$ cat config.mk
export PLATFORM = sky130hd
export DESIGN_NAME = micro_udp_engine_arp_tx_flat
export DESIGN_NICKNAME = d
export VERILOG_FILES = /design/src/rtl/micro_udp_engine_pkg.sv /design/src/rtl/micro_udp_engine_arp_tx_if.sv /design/src/rtl/micro_udp_engine_arp_tx.sv /design/src/flat_wrapper.sv
export SDC_FILE = /design/constraint.sdc
export NUM_CORES = 1
export LEC_CHECK = 0
export ABC_AREA = 1
export CAP_MARGIN = 0
export CORE_UTILIZATION = 35
export DETAILED_ROUTE_END_ITERATION = 12
export PLACE_DENSITY = 0.79
export SKIP_CTS_REPAIR_TIMING = 1
export SLEW_MARGIN = 20
export SYNTH_ARGS = -nofsm -noshare
export SYNTH_HDL_FRONTEND = slang
export SYNTH_SLANG_ARGS = --single-unit
$ cat constraint.sdc
create_clock -name clk -period 4.1 [get_ports clk]
set_clock_uncertainty 0.15 [all_clocks]
set_input_delay 0.41 -clock clk [delete_from_list [all_inputs] [get_ports clk]]
set_output_delay 0.41 -clock clk [all_outputs]
set_load 0.02 [all_outputs]
$ cat src/rtl/micro_udp_engine_pkg.sv
// -----------------------------------------------------------------------------
// micro_udp_engine_pkg
// Shared types and constants for the micro UDP engine. This slice holds the
// ARP packet layout, the ARP field constants and the transmit FSM states.
// -----------------------------------------------------------------------------
package micro_udp_engine_pkg;

    localparam logic [15:0] ARP_HTYPE_ETH     = 16'h0001;
    localparam logic [15:0] ARP_PTYPE_IPV4    = 16'h0800;
    localparam logic [15:0] ARP_OPER_REQUEST  = 16'd1;
    localparam logic [15:0] ARP_OPER_REPLY    = 16'd2;
    localparam int          ARP_PAD_LEN_BYTES = 46;
    localparam int          ARP_BEAT_BYTES    = 32;

    // ARP body as it appears on the wire, first field in the MSBs (224 bits)
    typedef struct packed {
        logic [15:0] htype;
        logic [15:0] ptype;
        logic [7:0]  hlen;
        logic [7:0]  plen;
        logic [15:0] oper;
        logic [47:0] sha;
        logic [31:0] spa;
        logic [47:0] tha;
        logic [31:0] tpa;
    } arp_pkt_t;

    typedef enum logic [1:0] {
        S_IDLE,
        S_BEAT0,
        S_BEAT1,
        S_GAP
    } arp_tx_state_t;

    // Fill an ARP body from a descriptor; a request carries an all-zero THA
    function automatic arp_pkt_t build_arp_pkt(
        input logic        is_reply,
        input logic [47:0] target_mac,
        input logic [31:0] target_ip,
        input logic [47:0] own_mac,
        input logic [31:0] own_ip
    );
        arp_pkt_t pkt;
        pkt.htype = ARP_HTYPE_ETH;
        pkt.ptype = ARP_PTYPE_IPV4;
        pkt.hlen  = 8'd6;
        pkt.plen  = 8'd4;
        pkt.oper  = is_reply ? ARP_OPER_REPLY : ARP_OPER_REQUEST;
        pkt.sha   = own_mac;
        pkt.spa   = own_ip;
        pkt.tha   = is_reply ? target_mac : 48'h0;
        pkt.tpa   = target_ip;
        return pkt;
    endfunction

endpackage

$ cat src/rtl/micro_udp_engine_arp_tx_if.sv
// -----------------------------------------------------------------------------
// micro_udp_engine_arp_tx_if
// 256-bit Avalon-ST packet bus carrying ARP packets to the Ethernet TX stage.
//   data          : packet data, first byte on [255:248]
//   empty         : unused bytes in the last beat, meaningful only on EOP
//   startofpacket : first beat of a packet
//   endofpacket   : last beat of a packet
//   valid         : source has a beat
//   ready         : sink accepts the beat
// master = source side, slave = sink side.
// -----------------------------------------------------------------------------
interface micro_udp_engine_arp_tx_if;
    logic [255:0] data;
    logic [4:0]   empty;
    logic         startofpacket;
    logic         endofpacket;
    logic         valid;
    logic         ready;

    modport master (
        output data, empty, startofpacket, endofpacket, valid,
        input  ready
    );

    modport slave (
        input  data, empty, startofpacket, endofpacket, valid,
        output ready
    );
endinterface

$ cat src/rtl/micro_udp_engine_arp_tx.sv
// -----------------------------------------------------------------------------
// micro_udp_engine_arp_tx
// Builds ARP request/reply packets from a descriptor and streams each one as a
// two-beat Avalon-ST packet (28-byte ARP body zero-padded to 46 bytes). After
// every packet a programmable idle gap throttles the ARP transmit rate.
// Ports:
//   clk, reset_n        : clock, asynchronous active-low reset
//   arp_req_valid/ready : descriptor handshake (ready only while idle)
//   arp_req_is_reply    : 1 = reply (OPER 2), 0 = request (OPER 1)
//   arp_req_target_mac  : THA, ignored for a request
//   arp_req_target_ip   : TPA
//   arp_tx              : Avalon-ST source (master modport)
//   tx_pkt_cnt          : completed packet count, wraps at 2^32
// -----------------------------------------------------------------------------
module micro_udp_engine_arp_tx
    import micro_udp_engine_pkg::*;
#(
    parameter logic [47:0] CONFIG_MAC_ADDR = 48'h02_00_00_00_00_01,
    parameter logic [31:0] CONFIG_IP_ADDR  = 32'hC0_A8_00_01,
    parameter int unsigned MIN_GAP_CYCLES  = 16
) (
    input  logic                              clk,
    input  logic                              reset_n,
    input  logic                              arp_req_valid,
    output logic                              arp_req_ready,
    input  logic                              arp_req_is_reply,
    input  logic [47:0]                       arp_req_target_mac,
    input  logic [31:0]                       arp_req_target_ip,
    micro_udp_engine_arp_tx_if.master         arp_tx,
    output logic [31:0]                       tx_pkt_cnt
);

    localparam logic [15:0] GAP_LOAD   = 16'(MIN_GAP_CYCLES);
    localparam logic [4:0]  LAST_EMPTY = 5'(2 * ARP_BEAT_BYTES - ARP_PAD_LEN_BYTES);

    arp_tx_state_t state, state_next;
    logic [15:0]   gap_cnt, gap_next;
    logic [31:0]   cnt_next;
    logic [255:0]  data_next;
    logic [4:0]    empty_next;
    logic          sop_next, eop_next, valid_next;

    assign arp_req_ready = (state == S_IDLE);

    // Next-state and next-output logic. Every output register holds its value
    // unless a handshake moves the packet forward, which keeps the bus stable
    // under backpressure. The descriptor lives only in the beat-0 data register,
    // so later changes on the request inputs cannot reach the packet.
    always_comb begin
        state_next = state;
        gap_next   = gap_cnt;
        cnt_next   = tx_pkt_cnt;
        data_next  = arp_tx.data;
        empty_next = arp_tx.empty;
        sop_next   = arp_tx.startofpacket;
        eop_next   = arp_tx.endofpacket;
        valid_next = arp_tx.valid;
        case (state)
            S_IDLE: begin
                if (arp_req_valid) begin
                    data_next  = {build_arp_pkt(arp_req_is_reply, arp_req_target_mac,
                                                arp_req_target_ip, CONFIG_MAC_ADDR,
                                                CONFIG_IP_ADDR), 32'h0};
                    empty_next = 5'd0;
                    sop_next   = 1'b1;
                    eop_next   = 1'b0;
                    valid_next = 1'b1;
                    state_next = S_BEAT0;
                end
            end
            S_BEAT0: begin
                if (arp_tx.ready) begin
                    data_next  = '0;
                    empty_next = LAST_EMPTY;
                    sop_next   = 1'b0;
                    eop_next   = 1'b1;
                    state_next = S_BEAT1;
                end
            end
            S_BEAT1: begin
                if (arp_tx.ready) begin
                    empty_next = 5'd0;
                    eop_next   = 1'b0;
                    valid_next = 1'b0;
                    cnt_next   = tx_pkt_cnt + 32'd1;
                    if (MIN_GAP_CYCLES == 0) begin
                        state_next = S_IDLE;
                    end else begin
                        gap_next   = GAP_LOAD;
                        state_next = S_GAP;
                    end
                end
            end
            S_GAP: begin
                gap_next = gap_cnt - 16'd1;
                if (gap_cnt <= 16'd1) begin
                    state_next = S_IDLE;
                end
            end
            default: begin
                state_next = S_IDLE;
            end
        endcase
    end

    // State, gap counter, packet counter and all bus outputs are registered;
    // reset truncates any packet in flight.
    always_ff @(posedge clk or negedge reset_n) begin
        if (!reset_n) begin
            state                <= S_IDLE;
            gap_cnt              <= '0;
            tx_pkt_cnt           <= '0;
            arp_tx.data          <= '0;
            arp_tx.empty         <= '0;
            arp_tx.startofpacket <= 1'b0;
            arp_tx.endofpacket   <= 1'b0;
            arp_tx.valid         <= 1'b0;
        end else begin
            state                <= state_next;
            gap_cnt              <= gap_next;
            tx_pkt_cnt           <= cnt_next;
            arp_tx.data          <= data_next;
            arp_tx.empty         <= empty_next;
            arp_tx.startofpacket <= sop_next;
            arp_tx.endofpacket   <= eop_next;
            arp_tx.valid         <= valid_next;
        end
    end

endmodule

$ cat src/flat_wrapper.sv
// flat-port wrapper written by rule: the top's interface ports become plain ports
module micro_udp_engine_arp_tx_flat import micro_udp_engine_pkg::*;
#(
    parameter logic [47:0] CONFIG_MAC_ADDR = 48'h02_00_00_00_00_01,
    parameter logic [31:0] CONFIG_IP_ADDR  = 32'hC0_A8_00_01,
    parameter int unsigned MIN_GAP_CYCLES  = 16
)
  (clk, reset_n, arp_req_valid, arp_req_ready, arp_req_is_reply, arp_req_target_mac, arp_req_target_ip, tx_pkt_cnt, arp_tx_data, arp_tx_empty, arp_tx_startofpacket, arp_tx_endofpacket, arp_tx_valid, arp_tx_ready);
  micro_udp_engine_arp_tx_if arp_tx_i ();
  input  logic clk;
  input  logic reset_n;
  input  logic arp_req_valid;
  output logic arp_req_ready;
  input  logic arp_req_is_reply;
  input  logic [47:0] arp_req_target_mac;
  input  logic [31:0] arp_req_target_ip;
  output logic [31:0] tx_pkt_cnt;
  output wire logic [$bits(arp_tx_i.data)-1:0] arp_tx_data;
  output wire logic [$bits(arp_tx_i.empty)-1:0] arp_tx_empty;
  output wire logic [$bits(arp_tx_i.startofpacket)-1:0] arp_tx_startofpacket;
  output wire logic [$bits(arp_tx_i.endofpacket)-1:0] arp_tx_endofpacket;
  output wire logic [$bits(arp_tx_i.valid)-1:0] arp_tx_valid;
  input wire logic [$bits(arp_tx_i.ready)-1:0] arp_tx_ready;
  assign arp_tx_data = arp_tx_i.data;
  assign arp_tx_empty = arp_tx_i.empty;
  assign arp_tx_startofpacket = arp_tx_i.startofpacket;
  assign arp_tx_endofpacket = arp_tx_i.endofpacket;
  assign arp_tx_valid = arp_tx_i.valid;
  assign arp_tx_i.ready = arp_tx_ready;
  micro_udp_engine_arp_tx #(.CONFIG_MAC_ADDR(CONFIG_MAC_ADDR), .CONFIG_IP_ADDR(CONFIG_IP_ADDR), .MIN_GAP_CYCLES(MIN_GAP_CYCLES)) u_core (.clk(clk), .reset_n(reset_n), .arp_req_valid(arp_req_valid), .arp_req_ready(arp_req_ready), .arp_req_is_reply(arp_req_is_reply), .arp_req_target_mac(arp_req_target_mac), .arp_req_target_ip(arp_req_target_ip), .arp_tx(arp_tx_i), .tx_pkt_cnt(tx_pkt_cnt));
endmodule
* Word-level counts from Yosys, hierarchy flattened
Cells that the tools add are included.
Cells by class: $lt $le $gt $ge 1, $add $sub $neg 2, muxes and demuxes 23, reduce and logical (&&, ||, !) cells 11, eq/ne operators 7
Operators by type and width (count):
- 2-to-1 mux 256 bit | 2
- one-hot mux 256 bit (2 select lines) | 1
- 2-to-1 mux 48 bit | 1
- adder 32 x 1 -> 32 bit, second input constant | 1
- one-hot mux 16 bit (2 select lines) | 1
- less-or-equal comparator 16 x 1 -> 1 bit, second input constant | 1
- 2-to-1 mux 16 bit | 1
- subtractor 16 x 1 -> 16 bit, second input constant | 1
- 2-to-1 mux 5 bit | 3
- one-hot mux 5 bit (3 select lines) | 1
- 2-to-1 mux 2 bit | 5
- one-hot mux 2 bit (4 select lines) | 1
- AND reduction 4 bit | 2
- != test 2 bit, second input constant | 3
- AND reduction 3 bit | 2
- nonzero test 2 bit | 3
- == test 2 bit, second input constant | 2
- 2-to-1 mux 1 bit | 4
- one-hot mux 1 bit (2 select lines) | 2
- AND reduction 2 bit | 2
- one-hot mux 1 bit (3 select lines) | 1
- nonzero test 3 bit | 1
- == test 2 x 1 -> 1 bit, second input constant | 1
- logical NOT 2 bit | 1
- != test 2 x 1 -> 1 bit, second input constant | 1
Word-level totals: input bits 85, logic and storage cells 52, register bits 314

* Logic depth before layout (Yosys ltp)
word-level depth 3, gate-level depth with buffers 10, mapped depth without buffers 10

* Least setup slack after synthesis
Ideal clock, no wire load.
kind register -> register, from register u_core.state[0], to register u_core.arp_tx.data[54], data required time 3.884 ns, buffers on the path 2, stages on the path, launching flop included 9, library setup time 0.066 ns, data arrival time 1.603 ns, clock period less this slack 1.818 ns, slack 2.282 ns, cells stage by stage dfrtp_1 inv_1 ha_1 nand2_1 o21ai_1 buf_2 clkbuf_1 o21ai_0 nand2_1
Between the ends: word-level cells in the longest chain between the ends 3, elaborated cells between the ends (all ways) 7, classes of those cells eq/ne (3); mux (1); reduce/logical (3)
RTL lines:
- from (decl) | line micro_udp_engine_arp_tx.sv:36 | arp_tx_state_t state, state_next;
- from (signal assigned) | line micro_udp_engine_arp_tx.sv:119 | state <= state_next;
- logical NOT 2 bit *
- net arp_req_ready | line flat_wrapper.sv:13 | output logic arp_req_ready;
- != test 2 bit (no source line) or nonzero test 2 bit (tied branches)
- AND reduction 3 bit (no source line)
- to (signal assigned) | line micro_udp_engine_arp_tx.sv:122 | arp_tx.data <= data_next;
- to (decl) | line micro_udp_engine_arp_tx_if.sv:21 | output data, empty, startofpacket, endofpacket, valid,
The timed path passes the listed nets; every way through them passes the cells marked *. A chain may end at the register's enable or synchronous reset.

* Final worst setup path
from register u_core.state[0], to register u_core.arp_tx.data[83]
Between the ends: word-level cells in the longest chain between the ends 3, elaborated cells between the ends (all ways) 7, classes of those cells eq/ne (3); mux (1); reduce/logical (3)
RTL lines:
- == test 2 x 1 -> 1 bit or logical NOT 2 bit (tied branches) | line micro_udp_engine_arp_tx.sv:58 | case (state)
- != test 2 bit (no source line) or nonzero test 2 bit (tied branches)
- AND reduction 3 bit (no source line)
Several ways; a longest one is shown, not always the timed one.

==> results.md <==
* Tot GR Track Use at 0.158
* Share of layout cells above drive strength 1 at 0.0524
* Synth-to-layout area growth at 30.8%
* Worst Hold Class: flop to flop
* Deepest clock path buffer count at 2
* Die ar. at 0.0222 mm2
* Overflow left after global routing at 0
* Total core area at 0.0211 mm2
* Hold path depth at 1
* Status: complete, no violations
* Max-Cap Viols at 0
* PortBufs at 217
* Crit. End Element: flop
* Design Power at 0.00627 W
* Reg-to-reg slack, setup at 1.60 ns
* Final Hold Vio Count at 0
* Num ports at 382
* Die Y at 149 um
* ANT cells at 0
* Slew headroom at 0.293
* HPWL Detailed at 12900 um
* Slew Limit Fails at 0
* Clk sink count at 135
* Rows at 53
* Die Width at 149 um
* Via-to-Cell Ratio at 4.33
* Syn_area_per_cell at 8.22 um2
* Leak at 4.89 nW
* Starting Density at 0.358
* Crit Path Category: flop to flop
* Hold path startpoint: u_core.gap_cnt[2]
* Worst EP arrival at 2.70 ns
* Final-report setup violation count at 0
* Non-Filler Instances at 1402
* R2R cell count at 6
* R2R Path End: u_core.arp_tx.data[83]
* Wirelength per Cell at 12.8 um
* H-tree depth at 4
* Largest net degree at the start of global routing at 74
* Reg2reg start: u_core.state[0]
* Hold Path Sink: u_core.gap_cnt[2]
* Yosys reg bits at 135
* Placed Area at 0.00929 mm2
* RSZ-0062 raised after global routing: no
* Peak VDD IR at 0.383 mV
* Routed vias at 6075
* Post-route cell area at 0.00987 mm2
* CP Launch Type: flop
* Clock tree from TritonCTS: yes
* Multi-input gate area at 0.00317 mm2
* Fillers at 2026
* Initial DRC Count at 318
* DRT antenna net count at 0
* Worst-Skew Late Latency at 0.42 ns
* Vias in the first global route at 5553
* Tmin final at 2.50 ns
* Critical Path RT at 4.30 ns
* TNS Setup at 0 ns
* CTS Buf Count at 17
* Cell area after synthesis at 0.00755 mm2
* Cells after DPL at 1369
* Cells after synthesis at 918
* Sequential area share after synthesis at 0.448
* Wirelength, routed at 17900 um
* Storage element area at 0.00338 mm2
* 1st-pass router iterations at 6
* Worst slew pin tran at 1.06 ns
* Placer Congestion at 0.858
* Fmax at 0.399 GHz
* CTS clk-pin slew, worst paths at 0.06 ns
* Drt drc at 0
* Yosys Warn Count at 0
* Period Utilization, post-route at 0.611
* Initial antenna violation count at 0
* Crit-path max FO at 52
* Post-synthesis cell type count at 26
* First-pass GRT wire length at 28100 um
* Layout net count at 1207
* Total power per unit cell area at 636 mW/mm2
* CTS Root Cell: clkbuf_16
## placed cells by master, fill, tap and decap left out, types with 3 or more instances in the layout
master	Yosys	final
xor2_1	12	12
clkinv_4	0	4
xnor2_1	11	11
nand2_1	227	227
conb_1	1	164
inv_8	0	4
clkbuf_16	0	17
buf_4	179	7
nor2_1	56	55
o21ai_0	94	94
dfrtp_1	135	135
nand3b_1	5	5
nor2_2	4	3
a21oi_1	11	11
nand3_1	75	75
clkdlybuf4s50_1	0	215
ha_1	8	8
o21ai_1	4	3
nand4_1	6	6
nor2_4	6	8
inv_1	40	40
## worst max-delay path by stage
stage	start	end	slack (ns)	depth (start not counted)
3_5_place_dp	u_core.state[0]	u_core.arp_tx.data[83]	1.62	6
6_report	u_core.state[0]	u_core.arp_tx.data[83]	1.60	6
2_1_floorplan	u_core.state[0]	u_core.arp_tx.data[54]	2.28	8
5_1_grt	u_core.state[0]	u_core.arp_tx.data[83]	1.40	6
3_3_place_gp	arp_req_valid	u_core.arp_tx.data[192]	1.65	6
4_1_cts	u_core.state[0]	arp_req_ready	1.56	3
## cell usage after synthesis
master,n,area (um2)
conb_1,1,3.75
inv_2,1,3.75
nor2_2,4,25.0
o21ai_1,4,20.0
nand2_1,227,852
o22ai_1,1,6.26
buf_2,12,60.1
nor3_1,2,10.0
nand4_2,2,25.0
a31oi_1,2,12.5
clkbuf_1,21,78.8
nor2_1,56,210
o21ai_0,94,470
dfrtp_1,135,3380
nor2_4,6,67.6
nand3_2,1,10.0
a21oi_1,11,55.1
nand3b_1,5,37.5
xnor2_1,11,96.3
inv_1,40,150
nand4_1,6,37.5
xor2_1,12,105
nand2_2,2,12.5
nand3_1,75,375
ha_1,8,100
buf_4,179,1340
## per-layer routing
layer,global-route usage,up-vias,share of wire
li1,-,2988,-
met1,0.199,2842,0.43
met2,0.260,220,0.49
met3,0.0382,25,0.058
met4,0.0679,0,0.023
met5,0,-,0
## cell type report
cell class                      count  area share
Sequential cell                   135       0.342
Multi-Input combinational cell    693       0.321
Timing Repair Buffer              226       0.228
Clock buffer                       18      0.0435
Tap cell                          275      0.0349
Inverter                           41      0.0156
Clock inverter                     14      0.0146
## cells by family after synthesis
family	Yosys count	synth area share
AO/OA/AOI/OAI	112	0.0748
XOR/XNOR	23	0.0267
adder cells (fa/ha/maj)	8	0.0133
buffers and inverters	253	0.217
flip-flops	135	0.448
other	1	0.000497
AND/OR/NAND/NOR	386	0.220
## through the flow
stage	worst slack, ns	hold WS, ns	util
3_5_place_dp	1.62	0.254	0.440
4_1_cts	1.56	-0.199	0.467
5_1_grt	1.40	0.354	0.468
6_report	1.60	0.333	0.468
2_1_floorplan	2.28	-0.0356	-
3_3_place_gp	1.65	0.251	0.440
## critical path, cell delays in order (launching register included)
cell     delay, ns
dfrtp_1       0.42
inv_1         0.09
ha_1          0.30
nor2_4        0.85
buf_4         0.39
o21ai_0       0.15
nand2_1       0.10
## where the power goes
group / switching, W / total [W] / internal (W)
clock network: 0.000640 / 0.00149 / 0.000854
logic: 0.00175 / 0.00281 / 0.00106
registers: 0.000266 / 0.00197 / 0.00171
## sequential cells by signal (all words and copies together), names as in the netlist
| name | flops |
|---|---|
| u_core.arp_tx.data | 83 |
| u_core.tx_pkt_cnt | 32 |
| u_core.gap_cnt | 16 |
| u_core.state | 2 |
| u_core.arp_tx.empty | 1 |
| u_core.arp_tx.valid | 1 |
Note: power is estimated with default switching activity, not from simulation.
